--- src/rtl/hazard_lock_unit.sv ---
// hazard_lock_unit: load-use / memBusy stall control for the DEC->ALU pipeline register
module hazard_lock_unit #(
    parameter int           LOAD_STALL_CYCLES = 1,
    parameter logic [6:0]   OPCODE_LOAD       = 7'b0000011,
    parameter int           CNT_W             = 32
) (
    input  logic             clk,
    input  logic             reset,
    input  logic [6:0]       opCodeToHazard,
    input  logic [4:0]       exWriteBackAddr,
    input  logic             exWriteEnable,
    input  logic             flag,
    input  logic [4:0]       decRs1Addr,
    input  logic [4:0]       decRs2Addr,
    input  logic             decUseRs1,
    input  logic             decUseRs2,
    input  logic             memBusy,
    output logic             locker,
    output logic             CSLToALUMEM,
    output logic             pcHold,
    output logic             ifidHold,
    output logic             lockError,
    output logic [CNT_W-1:0] stallCount
);
    typedef enum logic {RUN, LOADUSE} state_t;
    localparam logic       MULTI   = LOAD_STALL_CYCLES > 1;
    localparam logic [2:0] LU_INIT = 3'(LOAD_STALL_CYCLES - 1);
    state_t     state, state_nx;
    logic [2:0] cnt, cnt_nx;
    logic       lu_haz, stall, prev_locker;
    assign lu_haz = (opCodeToHazard == OPCODE_LOAD) && exWriteEnable && (exWriteBackAddr != 5'd0)
                  && ((decUseRs1 && decRs1Addr == exWriteBackAddr) || (decUseRs2 && decRs2Addr == exWriteBackAddr));
    always_ff @(posedge clk) begin
        if (reset) begin
            state <= RUN;
            cnt   <= 3'd0;
        end else begin
            state <= state_nx;
            cnt   <= cnt_nx;
        end
    end
    // memBusy freezes the bubble sequence so the remaining count resumes afterwards
    always_comb begin
        state_nx = memBusy ? state : state == RUN ? ((lu_haz && MULTI) ? LOADUSE : RUN) : (cnt == 3'd1 ? RUN : LOADUSE);
        cnt_nx   = memBusy ? cnt : state == RUN ? ((lu_haz && MULTI) ? LU_INIT : 3'd0) : cnt - 3'd1;
    end
    always_comb begin
        stall       = state == LOADUSE || lu_haz;
        locker      = reset || !memBusy;
        CSLToALUMEM = !reset && (memBusy || !stall);
        pcHold      = !reset && (memBusy || stall);
        ifidHold    = pcHold;
    end
    always_ff @(posedge clk) begin
        if (reset) begin
            prev_locker <= 1'b1;
            lockError   <= 1'b0;
            stallCount  <= '0;
        end else begin
            prev_locker <= locker;
            if (flag != prev_locker) lockError <= 1'b1;
            if (pcHold && !(&stallCount)) stallCount <= stallCount + CNT_W'(1);
        end
    end
endmodule

--- config.mk ---
export PLATFORM = sky130hd
export DESIGN_NAME = hazard_lock_unit
export DESIGN_NICKNAME = d
export VERILOG_FILES = /design/src/rtl/hazard_lock_unit.sv
export SDC_FILE = /design/constraint.sdc
export NUM_CORES = 1
export LEC_CHECK = 0
export ABC_CLOCK_PERIOD_IN_PS = 5100
export BUFFER_PORTS_ARGS = -buffer_cell sky130_fd_sc_hd__buf_2
export CORE_ASPECT_RATIO = 1.4
export CORE_MARGIN = 5
export CORE_UTILIZATION = 25
export CTS_CLUSTER_DIAMETER = 200
export DETAILED_ROUTE_END_ITERATION = 8
export SKIP_CTS_REPAIR_TIMING = 1
export SYNTH_ARGS = -nofsm -noshare
export SYNTH_HDL_FRONTEND = slang
export SYNTH_SLANG_ARGS = --single-unit
--- constraint.sdc ---
create_clock -name clk -period 5.1 [get_ports clk]
set_clock_uncertainty 0.05 [all_clocks]
set_input_delay 1.53 -clock clk [delete_from_list [all_inputs] [get_ports clk]]
set_output_delay 1.53 -clock clk [all_outputs]
set_load 0.05 [all_outputs]
==> out/results.txt, run 1 <==
Status - finished, final reports clean
DRT Pass-1 Iters - 4
Htree depth - 2
Hold slack - 0.416 ns
Chip height - 120 um
Ys async rst share - 0%
Via count - 2141
Core ar. - 8560 um^2
DP Cell Count - 416
Fin cells - 424
Worst Path Max Fanout - 3
Final Util - 31.4%
# diodes - 0
Buffers on Ports - 65
GR Util All Layers - 11.2%
Min-Delay Path Class - register to register
Die W - 88.8 um
Setup Viol. Count Final - 0
Syn Nets - 294
Fin Setup TNS - 0 ns
Antenna violations before repair - 0
Final setup margin - 0.584 ns
Period utilisation layout - 88.6%
Vias in the first global route - 1991
Netlist cell types - 42
Max-slew violations - 0
Ys flop type - dfxtp_1
Cell with the most instances after synthesis - dfxtp_1
Post-synthesis register bit count - 38
Sequential power share - 44.6%
Worst EP required - 3.52 ns
Worst Path Arrival - 2.94 ns
Slew margin rel. - 66.6%
Logic pwr share - 8.7%
Fmax - 221 MHz
Starting DRT DRC Count - 90
Routed Antenna Nets - 0
Sw Share - 23.9%
Root buffer cell - clkbuf_16
Grt total ovfl - 0
EDFF count, synth - 0
Nets@finish - 350
First-pass GRT wire length - 9540 um
Die area - 10700 um^2
CP Launch Type - input port
Top cells by area, synth - dfxtp_1 (35%), a21oi_1 (6.7%), or4_1 (5.5%), o31ai_1 (5.2%), xnor2_1 (4.0%)
Syn Inst Count - 262
Routability Congestion - 0.776
Crit. End Element - output port
CTS sink cnt - 38
Minimum clock period - 4.52 ns
Net switching power - 0.000161 W
Clock-pin slew on the worst setup and hold paths - 0.05 ns
Post-DP HPWL - 4300 um
Cell area after synthesis - 2170 um^2
Clock share of power - 46.7%
Internal power - 0.000513 W
Synth cell count leaders - dfxtp_1 (38), a21oi_1 (29), nand2_1 (21), nor2_1 (17), or4_1 (16)
Synth top area share - 35.0%
Worst skew pair latency - 0.29 ns
Largest net degree at the start of global routing - 58
Clock Path Buffers - 2
Max-Cap Viols - 0
# DRC - 0
Drt wl/cell - 14.0 um
Routed WL - 5920 um
Multi-input logic area - 1270 um^2
Vias per cell - 5.05
Post-synth top area cell - dfxtp_1
Num rows - 40
CTS tree - built
VDD IR-drop max - 131 uV
Synth warn - 0
Crit Path Category - input port to output port
Leak - 1.03 nW
Fill cells - 928
Layout cells sized above 1 - 26.6%
Pre-CTS WS - 0.562 ns
CTS Buf Count - 5
Slew @ Worst Pin - 0.502 ns
Hold Vio Cnt, Final - 0
Unrepaired setup endpoints after global routing - no
I/O pin cnt - 66
Initial core utilization - 25.4%
Register Area - 761 um^2
PD cells - 251 nW/um^2
Layout area overhead - 23.7%
Post-synthesis sequential area ratio - 35.0%
Mapped Avg Cell Area - 8.29 um^2
-- placed cells by master (no fill, tap or decap), drive strengths merged, types with 5 or more instances in the layout --
| cell | Yosys | layout |
|---|---|---|
| dfxtp | 38 | 38 |
| o31ai | 15 | 15 |
| o21ai | 10 | 10 |
| clkbuf | 4 | 7 |
| nand3 | 14 | 14 |
| and3 | 6 | 6 |
| nor2 | 17 | 17 |
| nand2 | 21 | 21 |
| xnor2 | 10 | 10 |
| a21oi | 30 | 30 |
| nor3 | 5 | 5 |
| buf | 14 | 67 |
| or3 | 7 | 7 |
| nand4 | 13 | 13 |
| inv | 9 | 9 |
| or4 | 16 | 16 |
-- cell type report --
type / count / area share [%]
clock inverter: 1 / 0.186
clock buffer: 7 / 5.31
inverter: 9 / 1.26
timing repair buffer: 67 / 12.7
sequential: 38 / 28.3
multi-input combinational: 197 / 47.3
tap: 105 / 4.89
-- registers in the layout, indices dropped and copies added (netlist names) --
name and cells:
stallCount 32, state 1, lockError 1, cnt 3, prev_locker 1
-- cell families (layout without fill, tap and decap cells) --
kind of cell	count (synthesis)	after routing	synth area share [%]
AND/OR/NAND/NOR	112	112	29.9
XOR/XNOR	11	11	4.44
flip-flops	38	38	35.0
adder cells (fa/ha/maj)	3	3	1.73
AO/OA/AOI/OAI	66	66	19.6
multiplexers	5	5	2.54
buffers and inverters	27	84	6.74
-- critical path, cell delays in order --
cell      delay (ns)
buf_2           0.12
or4_1           0.54
o211ai_2        0.19
nor2_1          0.10
a21oi_4         0.17
inv_1           0.08
buf_2           0.21
-- final timing paths --
check / from / to / slack (ns) / cells after the start
worst min register to register: lockError / lockError / 0.42 / 2
worst max register to register: stallCount[7] / stallCount[27] / 2.54 / 6
worst max-delay path: exWriteBackAddr[1] / ifidHold / 0.58 / 7
worst min-delay path: lockError / lockError / 0.42 / 2
-- layer usage --
layer  global-route usage, %  vias to the layer above  part of all wire (%)
met2                    18.8                       54                    49
li1                        -                     1094                     -
met5                       0                        -                     0
met3                    3.27                        9                   8.0
met4                    4.25                        0                   2.0
met1                    13.3                      984                    40
-- metrics by stage --
stage	power, W	area, um^2
floorplan	0.000346	2170
global placement	0.000365	2540
detailed placement	0.000366	2540
finish	0.000674	2690
global route	0.000699	2690
CTS	0.000685	2690
-- power groups by stage --
stage	clock (W)	sequential (W)	combinational, W
after floorplan	0	0.000312	0.0000336
after global placement	0	0.000307	0.0000586
after detailed placement	0	0.000307	0.0000596
after CTS	0.000325	0.000300	0.0000599
after global routing	0.000335	0.000300	0.0000641
final	0.000315	0.000300	0.0000589
Power figures use the tool's default switching activity.
==> run 2, diff against run 1 <==
--- a/config.mk
+++ b/config.mk
@@ -7,11 +7,14 @@
 export LEC_CHECK = 0
 export ABC_CLOCK_PERIOD_IN_PS = 5100
 export BUFFER_PORTS_ARGS = -buffer_cell sky130_fd_sc_hd__buf_2
+export CELL_PAD_IN_SITES_DETAIL_PLACEMENT = 0
+export CELL_PAD_IN_SITES_GLOBAL_PLACEMENT = 1
 export CORE_ASPECT_RATIO = 1.4
 export CORE_MARGIN = 5
 export CORE_UTILIZATION = 25
 export CTS_CLUSTER_DIAMETER = 200
 export DETAILED_ROUTE_END_ITERATION = 8
+export PLACE_DENSITY_LB_ADDON = 0.1
 export SKIP_CTS_REPAIR_TIMING = 1
 export SYNTH_ARGS = -nofsm -noshare
 export SYNTH_HDL_FRONTEND = slang
==> constraint.sdc (replaced) <==
create_clock -name clk -period 5.1 [get_ports clk]
set_clock_uncertainty 0.05 [all_clocks]
set_input_delay 0.51 -clock clk [delete_from_list [all_inputs] [get_ports clk]]
set_output_delay 0.51 -clock clk [all_outputs]
set_load 0.05 [all_outputs]
==> out/results.txt, run 2 (synthesized netlist as in run 1, its figures left out) <==
CP Launch Type - input port
DP Cell Count - 416
Routed Antenna Nets - 0
Die area - 10700 um^2
Minimum clock period - 2.80 ns
Commonest non-fill, non-tap cells in the layout - buf_2 (65), dfxtp_1 (38), a21oi_1 (29)
CTS Buf Count - 5
GR Util All Layers - 12.4%
Largest net degree at the start of global routing - 45
Htree depth - 2
Routability Congestion - 0.668
Fmax - 357 MHz
Worst skew pair latency - 0.29 ns
Max-Cap Viols - 0
Min-Delay Path Class - register to register
Biggest regs - stallCount: 32 flops, cnt: 3 flops
Chip height - 120 um
Routed WL - 6390 um
Hold Vio Cnt, Final - 0
Max reg flops - 32
Worst Path Max Fanout - 15
Fin Setup TNS - 0 ns
DRT Pass-1 Iters - 4
Slew margin rel. - 62.3%
Die W - 88.8 um
Via count - 2165
Leak - 1.04 nW
Hold slack - 0.417 ns
Max-slew violations - 0
Layout area overhead - 24.7%
Root buffer cell - clkbuf_16
Grt total ovfl - 0
Vias per cell - 5.12
Drt wl/cell - 15.1 um
Largest reg by FF count - stallCount
Period utilisation layout - 55.0%
Crit. End Element - output port
Initial core utilization - 25.4%
Layout cells sized above 1 - 26.7%
Slew @ Worst Pin - 0.565 ns
PD cells - 268 nW/um^2
Starting DRT DRC Count - 77
Core ar. - 8560 um^2
Vias in the first global route - 2050
Fin cells - 423
Setup Viol. Count Final - 0
# DRC - 0
First-pass GRT wire length - 10300 um
Power Total - 0.000726 W
Clock Path Buffers - 2
Unrepaired setup endpoints after global routing - no
Antenna violations before repair - 0
# diodes - 0
Num rows - 40
VDD IR-drop max - 120 uV
Worst EP required - 4.54 ns
Fill cells - 941
Status - finished, final reports clean
CTS tree - built
Commonest non-fill, non-tap cell in the layout - buf_2
Buffers on Ports - 65
CTS sink cnt - 38
Crit Path Category - input port to output port
Clock-pin slew on the worst setup and hold paths - 0.06 ns
I/O pin cnt - 66
Nets@finish - 350
Post-DP HPWL - 4570 um
Worst Path Arrival - 2.24 ns
## run 2: changes by cell type in the layout (fill, tap and decap cells not counted), sizes merged
cell    before  now
clkbuf       7    6
clkinv       1    0
bufinv       0    1
## run 2: power by group
part	internal [W]	switching, W	leakage (nW)
clock	0.000242	0.000126	0.0829
sequential	0.000299	0.00000138	0.307
combinational	0.0000203	0.0000382	0.650
## run 2: worst paths after layout
path	startpoint	end	slack (ns)	cells after the start
worst max-delay path	exWriteBackAddr[1]	pcHold	2.30	7
worst min-delay path	lockError	lockError	0.42	2
worst max register to register	stallCount[3]	stallCount[13]	2.42	6
worst min register to register	lockError	lockError	0.42	2
## run 2: stage by stage
stage / area (um^2) / setup slack, ns / util [%]
floorplan: 2170 / 2.27 / -
global placement: 2540 / 2.21 / 29.6
detailed placement: 2540 / 2.16 / 29.6
CTS: 2710 / 2.26 / 31.6
global route: 2710 / 2.17 / 31.6
finish: 2710 / 2.30 / 31.6
## run 2: area by class of cell
type | instances | area [um^2] | area share, %
inverters | 9 | 33.8 | 1.25
well taps | 105 | 131 | 4.85
clock inverters | 1 | 30.0 | 1.11
multi-input cells | 197 | 1270 | 47.0
flip-flops and latches | 38 | 761 | 28.1
repair buffers | 67 | 340 | 12.6
clock buffers | 6 | 139 | 5.13
## run 2: per-layer routing
metal	routed length, um	up-vias	GRT usage, %
met2	3260	50	20.8
met1	2660	1016	14.8
met5	0	-	0
li1	-	1093	-
met3	377	6	3.20
met4	99	0	4.54
## run 2: critical path: stages
cell and delay, ns:
buf_2 0.12, or4_1 0.54, o211ai_2 0.20, nor2_1 0.10, a21oi_4 0.38, inv_1 0.15
buf_2 0.24
